File: config.mk
export PLATFORM = sky130hd
export DESIGN_NAME = s_p_buffer_flat
export DESIGN_NICKNAME = d
export VERILOG_FILES = /design/src/rtl/s_p_buffer_if.sv /design/src/rtl/s_p_buffer.sv /design/src/flat_wrapper.sv
export SDC_FILE = /design/constraint.sdc
export NUM_CORES = 1
export LEC_CHECK = 0
export ABC_CLOCK_PERIOD_IN_PS = 2150
export CAP_MARGIN = 20
export CORE_AREA = 4 4 101 103
export CTS_CLUSTER_DIAMETER = 50
export DETAILED_ROUTE_END_ITERATION = 8
export DIE_AREA = 0 0 105 107
export PLACE_DENSITY = 0.89
export SYNTH_ARGS = -nofsm -noshare
export SYNTH_HDL_FRONTEND = slang
export SYNTH_SLANG_ARGS = --single-unit
File: constraint.sdc
create_clock -name clk -period 2.15 [get_ports clk]
set_input_delay 0.43 -clock clk [delete_from_list [all_inputs] [get_ports clk]]
set_output_delay 0.43 -clock clk [all_outputs]
set_load 0.005 [all_outputs]
File: src/rtl/s_p_buffer_if.sv
// Serial-in / parallel-out frame buffer bus: element stream in, assembled frame out.
// Combinational path: none (signal bundle only).
// Backpressure: in_ready qualifies in_valid; an element moves only when both are high.
interface s_p_buffer_if #(
    parameter int DATA_W = 8,
    parameter int DEPTH  = 13
);
    logic                    in_valid;
    logic [DATA_W-1:0]       in_data;
    logic                    in_ready;
    logic [DEPTH*DATA_W-1:0] par_data;
    logic                    s_p_flag;
    logic [3:0]              count;

    modport master (
        output in_valid, in_data,
        input  in_ready, par_data, s_p_flag, count
    );

    modport slave (
        input  in_valid, in_data,
        output in_ready, par_data, s_p_flag, count
    );
endinterface

File: src/rtl/s_p_buffer.sv
// Collects DEPTH serial elements into one parallel frame, pulses s_p_flag, then holds the frame.
// Latency: s_p_flag is high the cycle after the DEPTH-th accept; par_data updates on each accept edge.
// Backpressure: in_ready drops for 1+HOLD_CYCLES cycles after a frame completes; in_valid is ignored then.
module s_p_buffer #(
    parameter int DATA_W      = 8,
    parameter int DEPTH       = 13,
    parameter int HOLD_CYCLES = 8
) (
    input  logic           clk,
    input  logic           rst,
    s_p_buffer_if.slave    bus
);
    localparam int              HW        = (HOLD_CYCLES > 1) ? $clog2(HOLD_CYCLES) : 1;
    localparam logic [HW-1:0]   HOLD_LOAD = HW'(HOLD_CYCLES - 1);
    localparam logic [3:0]      LAST_IDX  = 4'(DEPTH - 1);
    localparam logic [3:0]      FULL_CNT  = 4'(DEPTH);

    typedef enum logic [1:0] {
        FILL = 2'd0,
        FLAG = 2'd1,
        HOLD = 2'd2
    } state_t;

    state_t                  state;
    logic [3:0]              count_q;
    logic [HW-1:0]           hold_cnt;
    logic [DEPTH*DATA_W-1:0] par_q;
    logic                    flag_q;

    always_ff @(posedge clk) begin
        if (rst) begin
            state    <= FILL;
            count_q  <= 4'd0;
            hold_cnt <= '0;
            par_q    <= '0;
            flag_q   <= 1'b0;
        end else begin
            flag_q <= 1'b0;
            case (state)
                FILL: begin
                    if (bus.in_valid) begin
                        for (int k = 0; k < DEPTH; k++) begin
                            if (count_q == 4'(k)) begin
                                par_q[k*DATA_W +: DATA_W] <= bus.in_data;
                            end
                        end
                        count_q <= count_q + 4'd1;
                        if (count_q == LAST_IDX) begin
                            state  <= FLAG;
                            flag_q <= 1'b1;
                        end
                    end
                end
                FLAG: begin
                    state    <= HOLD;
                    hold_cnt <= HOLD_LOAD;
                end
                HOLD: begin
                    // count stays at DEPTH so the controller can still read a full frame
                    if (hold_cnt == '0) begin
                        state   <= FILL;
                        count_q <= 4'd0;
                    end else begin
                        hold_cnt <= hold_cnt - 1'b1;
                    end
                end
                default: begin
                    state    <= FILL;
                    count_q  <= 4'd0;
                    hold_cnt <= '0;
                end
            endcase
        end
    end

    assign bus.in_ready = (state == FILL);
    assign bus.par_data = par_q;
    assign bus.s_p_flag = flag_q;
    assign bus.count    = count_q;

    // FULL_CNT documents the count value held through FLAG/HOLD; unused in logic otherwise
    logic unused_full;
    assign unused_full = (count_q == FULL_CNT);
endmodule

File: src/flat_wrapper.sv
// flat-port wrapper written by rule: the top's interface ports become plain ports
module s_p_buffer_flat 
#(
    parameter int DATA_W      = 8,
    parameter int DEPTH       = 13,
    parameter int HOLD_CYCLES = 8
)
  (clk, rst, bus_in_valid, bus_in_data, bus_in_ready, bus_par_data, bus_s_p_flag, bus_count);
  s_p_buffer_if #(.DATA_W(DATA_W), .DEPTH(DEPTH)) bus_i ();
  input  logic clk;
  input  logic rst;
  input wire logic [$bits(bus_i.in_valid)-1:0] bus_in_valid;
  input wire logic [$bits(bus_i.in_data)-1:0] bus_in_data;
  output wire logic [$bits(bus_i.in_ready)-1:0] bus_in_ready;
  output wire logic [$bits(bus_i.par_data)-1:0] bus_par_data;
  output wire logic [$bits(bus_i.s_p_flag)-1:0] bus_s_p_flag;
  output wire logic [$bits(bus_i.count)-1:0] bus_count;
  assign bus_i.in_valid = bus_in_valid;
  assign bus_i.in_data = bus_in_data;
  assign bus_in_ready = bus_i.in_ready;
  assign bus_par_data = bus_i.par_data;
  assign bus_s_p_flag = bus_i.s_p_flag;
  assign bus_count = bus_i.count;
  s_p_buffer #(.DATA_W(DATA_W), .DEPTH(DEPTH), .HOLD_CYCLES(HOLD_CYCLES)) u_core (.clk(clk), .rst(rst), .bus(bus_i));
endmodule
### Word level (Yosys, flattened, before mapping)

Cells that the tools add are included.

* register bits: 114
* latch bits: 0
* RAM bits: 0
* bits in read-only memories: 0
* input bits: 11
* output and inout bits: 110
* word-level logic and storage cells: 70
* memories kept: 0

* add/subtract/negate cells: 2
* multipliers: 0
* divide/modulo/power cells: 0
* order comparisons: 0
* equal/unequal tests: 18
* shifts and indexed selects: 0
* multiplexer cells: 10
* bitwise logic cells: 3
* reductions and logical operators: 20

Operators by type and width (count)
* 3-bit AND reduction: 15
* 4-bit == test (second input constant): 5
* 4-bit by 3-bit == test with 1-bit output (second input constant): 4
* 4-bit case mux with 3 select lines: 1
* 3-bit case mux with 3 select lines: 1
* 4-bit by 2-bit == test with 1-bit output (second input constant): 2
* 4-bit 2-to-1 mux: 2
* 2-bit 2-to-1 mux: 3
* 2-bit case mux with 3 select lines: 1
* 4-bit by 1-bit adder with 4-bit output (second input constant): 1
* 4-bit by 1-bit == test with 1-bit output (second input constant): 1
* 4-bit logical NOT: 1
* 2-bit by 1-bit inequality test with 1-bit output (second input constant): 2
* 2-bit inequality test (second input constant): 2
* 3-bit logical NOT: 1
* 3-bit 2-to-1 mux: 1
* 1-bit NOT: 3
* 3-bit OR reduction: 1
* 3-bit by 1-bit subtractor with 3-bit output (second input constant): 1
* 2-bit by 1-bit == test with 1-bit output (second input constant): 1
* 2-bit == test (second input constant): 1
* 2-bit logical NOT: 1
* 2-bit AND reduction: 1
* 1-bit 2-to-1 mux: 1

### Longest topological paths before layout

* depth after elaboration: 4
* depth in mapped cells: 8
* mapped depth without buffers: 6

### Worst setup path after synthesis

No wires, ideal clock.

* path type: register to register
* from: reg u_core.state[0]
* to: reg u_core.par_q[64] (netlist: u_core.bus.par_data[64])
* setup time: 0.128 ns
* arrival time: 1.522 ns
* setup slack: 0.501 ns
* stages on the path, launching flop included: 8
* buffers on the path: 1
* path through: dfxtp_1 inv_1 ha_1 buf_2 nand2_2 nor2_4 mux2i_1 nor2_1

* cells in the longest elaborated chain, start to end: 2

Ends and longest elaborated chain
* from (decl): line s_p_buffer.sv:24 `state_t state;`
* from (signal assigned): line s_p_buffer.sv:32 `state <= FILL;`
* from (signal assigned): line s_p_buffer.sv:49 `state <= FLAG;`
* from (signal assigned): line s_p_buffer.sv:55 `state <= HOLD;`
* 2-bit logical NOT
* net bus_in_ready: line flat_wrapper.sv:14 `output wire logic [$bits(bus_i.in_ready)-1:0] bus_in_ready;`
* 3-bit AND reduction (no line)
* to (signal, indexed assignment): line s_p_buffer.sv:44 `par_q[k*DATA_W +: DATA_W] <= bus.in_data;`
* to (decl): line s_p_buffer.sv:27 `logic [DEPTH*DATA_W-1:0] par_q;`

The timed path passes the listed nets, and every way through them passes these cells.
A chain may end at the register's enable or synchronous reset.

### Final worst setup path

* from: reg u_core.state[1]
* to: out bus_in_ready

* cells in the longest elaborated chain, start to end: 1

Ends and longest elaborated chain
* 2-bit logical NOT: line s_p_buffer.sv:76 `assign bus.in_ready = (state == FILL);`
* to (decl): line flat_wrapper.sv:14

Every way passes these cells.

==> results by group <==
Routing
  • DR vias: 3822
  • Final antenna-violating net count: 0
  • Initial DRC count: 242
  • Routed wire per std cell: 17.5 um
  • DR DRC count: 0
  • Via/cell ratio: 5.31
  • Drt total wl: 12.6 mm
  • Drt pass-1 iters: 4

Critical path
  • Req. time, crit path: 1.72 ns
  • Arrival time worst endpoint: 1.66 ns
  • Worst reg2reg path startpoint: u_core.bus.count[0]
  • CP cell instances: inv_2 -> ha_4 -> clkdlybuf4s50_1
  • Worst path top cell family by delay: buffers and inverters
  • Worst-case reg-to-reg path depth: 6
  • Crit path buffers/inverters: 2
  • Crit-path max cell delay: 0.53 ns
  • CP max FO: 7
  • Crit end category: primary output
  • CP startpoint kind: flip-flop
  • Crit-path slowest cell: clkdlybuf4s50_1
  • Worst Setup SP: u_core.state[1]
  • Crit Path Class: flip-flop to primary output
  • R2R setup slack: 0.40 ns
  • Critical R2R Capture: u_core.bus.par_data[67]

Synthesis
  • Synth Cell Area: 4420 sq um
  • Synth area leader: dfxtp_1
  • Syn_area_per_cell: 9.32 sq um
  • Syn. warnings: 0
  • Synth async-reset ratio: 0%
  • Sequential share of the synthesized area: 51.7%
  • Syn_nets: 495
  • Synth area leaders: dfxtp_1 52%, mux2i_1 15%, nor2_1 5.9%
  • Number of synthesized register bits: 114
  • Count leader, synth: dfxtp_1
  • Post-synth top flop: dfxtp_1
  • Cell count after synthesis: 474
  • Commonest cells post-synth: 114 x dfxtp_1, 70 x nor2_1, 65 x mux2i_1
  • Post-synth EDFFs: 0
  • Synth unique cells: 31
  • Post-synth top area share: 51.7%

Placement
  • Post-detail-place hpwl: 8.52 mm
  • Number of port buffers: 120
  • RePlAce Congestion: 0.834
  • Setup slack at placement: 0.00755 ns
  • DP Area: 5770 sq um

Die
  • Die Span Y: 107 um
  • Die area: 11200 sq um
  • Ports: 121
  • Core region area: 9200 sq um
  • Site Rows: 35
  • Initial core utilization: 48.0%
  • Die W: 105 um

Timing
  • RSZ-0062 raised after global routing: no
  • Max Slew Vio Count: 0
  • Total Neg Setup Slack: 0 ns
  • Slew @ Worst Pin: 0.720 ns
  • Slew margin rel.: 51.8%
  • Final period util: 97.3%
  • Worst Slack Setup Final: 0.0583 ns
  • Highest clock rate: 0.478 GHz
  • Final setup vio count: 0
  • Period minus WS final: 2.09 ns
  • Worst hold slack: 0.417 ns
  • Worst Clk Skew: 0.00958 ns
  • Final Hold Vio Count: 0

Layout
  • Util after Layout: 69.7%
  • Post-route cell area: 6410 sq um
  • # diodes: 0
  • Area delta synth->final: 45.1%
  • Final #Nets: 618
  • Fillers: 667
  • Share of cells above drive strength 1: 10.3%

Power
  • Leak: 2.24 nW
  • Pwr/cell area: 840 nW/um^2
  • Peak supply drop: 653 uV

GRT
  • GRT Util Overall: 22.9%
  • Initial antenna violation count: 0
  • First-pass GRT wire length: 20.2 mm
  • Vias in the first global route: 3991
  • Total global routing overflow: 0
  • Largest net degree at the start of global routing: 55

Clock network
  • CTS clk-pin slew, worst paths: 0.06 ns
  • CTS tree: yes
  • Clock Sink Count: 114
  • Root Driver: clkbuf_8
  • Later-pin clock latency in the skew report: 0.51 ns
  • CTS Buffer Depth: 2
  • H-tree levels: 4
  • Num CTS Buffers: 17

Hold path
  • Min-Delay Path Depth: 2
  • Worst Hold Endpoint: u_core.bus.par_data[11]
  • Hold Crit Class: input port to flip-flop
  • HP Start: rst

Flow run
  • Max-cap violations: 0

Run status
  • Status: finished, final reports clean
[worst reg2reg max path: cells and delay by family, from the launching register on]
family	cells	cell delay, ns
and+or+nand+nor	3	0.61
DFF	1	0.38
muxes	1	0.28
adders and majority gates	1	0.22
buffers and inverters	1	0.13
[metrics by stage]
stage | cells | power [mW]
after global routing | 720 | 5.52
after CTS | 720 | 5.40
final | 720 | 5.39
after global placement | 689 | 2.49
after floorplan | 474 | 2.35
after detailed placement | 689 | 2.49
[logic make-up after synthesis]
group | Yosys count | share of synthesized area (%)
flip-flops | 114 | 51.7
AO/OA/AOI/OAI | 52 | 6.57
AND/OR/NAND/NOR | 188 | 19.7
adder cells (fa/ha/maj) | 10 | 2.83
XOR/XNOR | 1 | 0.198
multiplexers | 67 | 15.2
buffers and inverters | 42 | 3.82
[final cells by class]
class                           count  area, sq um  share of cell area, %
Clock buffer                       22          473                   7.38
Clock inverter                      9          153                   2.38
Inverter                            9         33.8                  0.527
Multi-Input combinational cell    318         1980                   30.9
Sequential cell                   114         2280                   35.6
Tap cell                          111          139                   2.17
Timing Repair Buffer              137         1350                   21.1
[report_power, final]
group | switching (mW) | total (mW) | internal (mW) | leakage (nW)
Clock | 0.938 | 2.93 | 1.99 | 0.299
Combinational | 0.167 | 0.292 | 0.126 | 1.02
Sequential | 0.0213 | 2.16 | 2.14 | 0.920
Total | 1.13 | 5.39 | 4.26 | 2.24
[worst max-delay path by stage]
stage | end | cells after the start
2_1_floorplan | u_core.bus.par_data[64] | 7
3_3_place_gp | u_core.bus.par_data[60] | 6
3_5_place_dp | u_core.bus.par_data[36] | 6
4_1_cts | bus_in_ready | 3
5_1_grt | bus_count[2] | 1
6_report | bus_in_ready | 3
[registers in the layout, summed over array words and instances, names as in the netlist]
name	flops
u_core.bus.count	4
u_core.bus.par_data	104
u_core.bus.s_p_flag	1
u_core.hold_cnt	3
u_core.state	2
[per-layer routing]
| layer | part of all wire, % | GRT usage (%) |
|---|---|---|
| met4 | 2.0 | 10.1 |
| met2 | 50 | 39.1 |
| met3 | 7.1 | 7.89 |
| met1 | 41 | 25.8 |
| met5 | 0 | 0 |
[repair_timing]
item / CTS / global route
hold buffers: 0 / 0
setup endpoints to repair: 1 / 0
resized for setup: 4 / 0
setup buffers: 0 / 0
[placed cells by master (no fill, tap or decap), drive strengths merged, types with 2 or more instances in the layout]
cell | netlist | final
clkbuf | 16 | 22
bufinv | 0 | 4
nand2b | 5 | 5
clkinv | 0 | 2
ha | 10 | 10
buf | 17 | 18
nor2 | 78 | 78
mux2i | 65 | 65
dfxtp | 114 | 114
inv | 9 | 9
a31oi | 2 | 2
clkinvlp | 0 | 3
mux2 | 2 | 2
nand3 | 36 | 36
nor2b | 3 | 3
clkdlybuf4s50 | 0 | 119
o21ai | 2 | 2
nand2 | 56 | 56
nand3b | 5 | 5
a21oi | 42 | 42
Power figures use the tool's default switching activity.
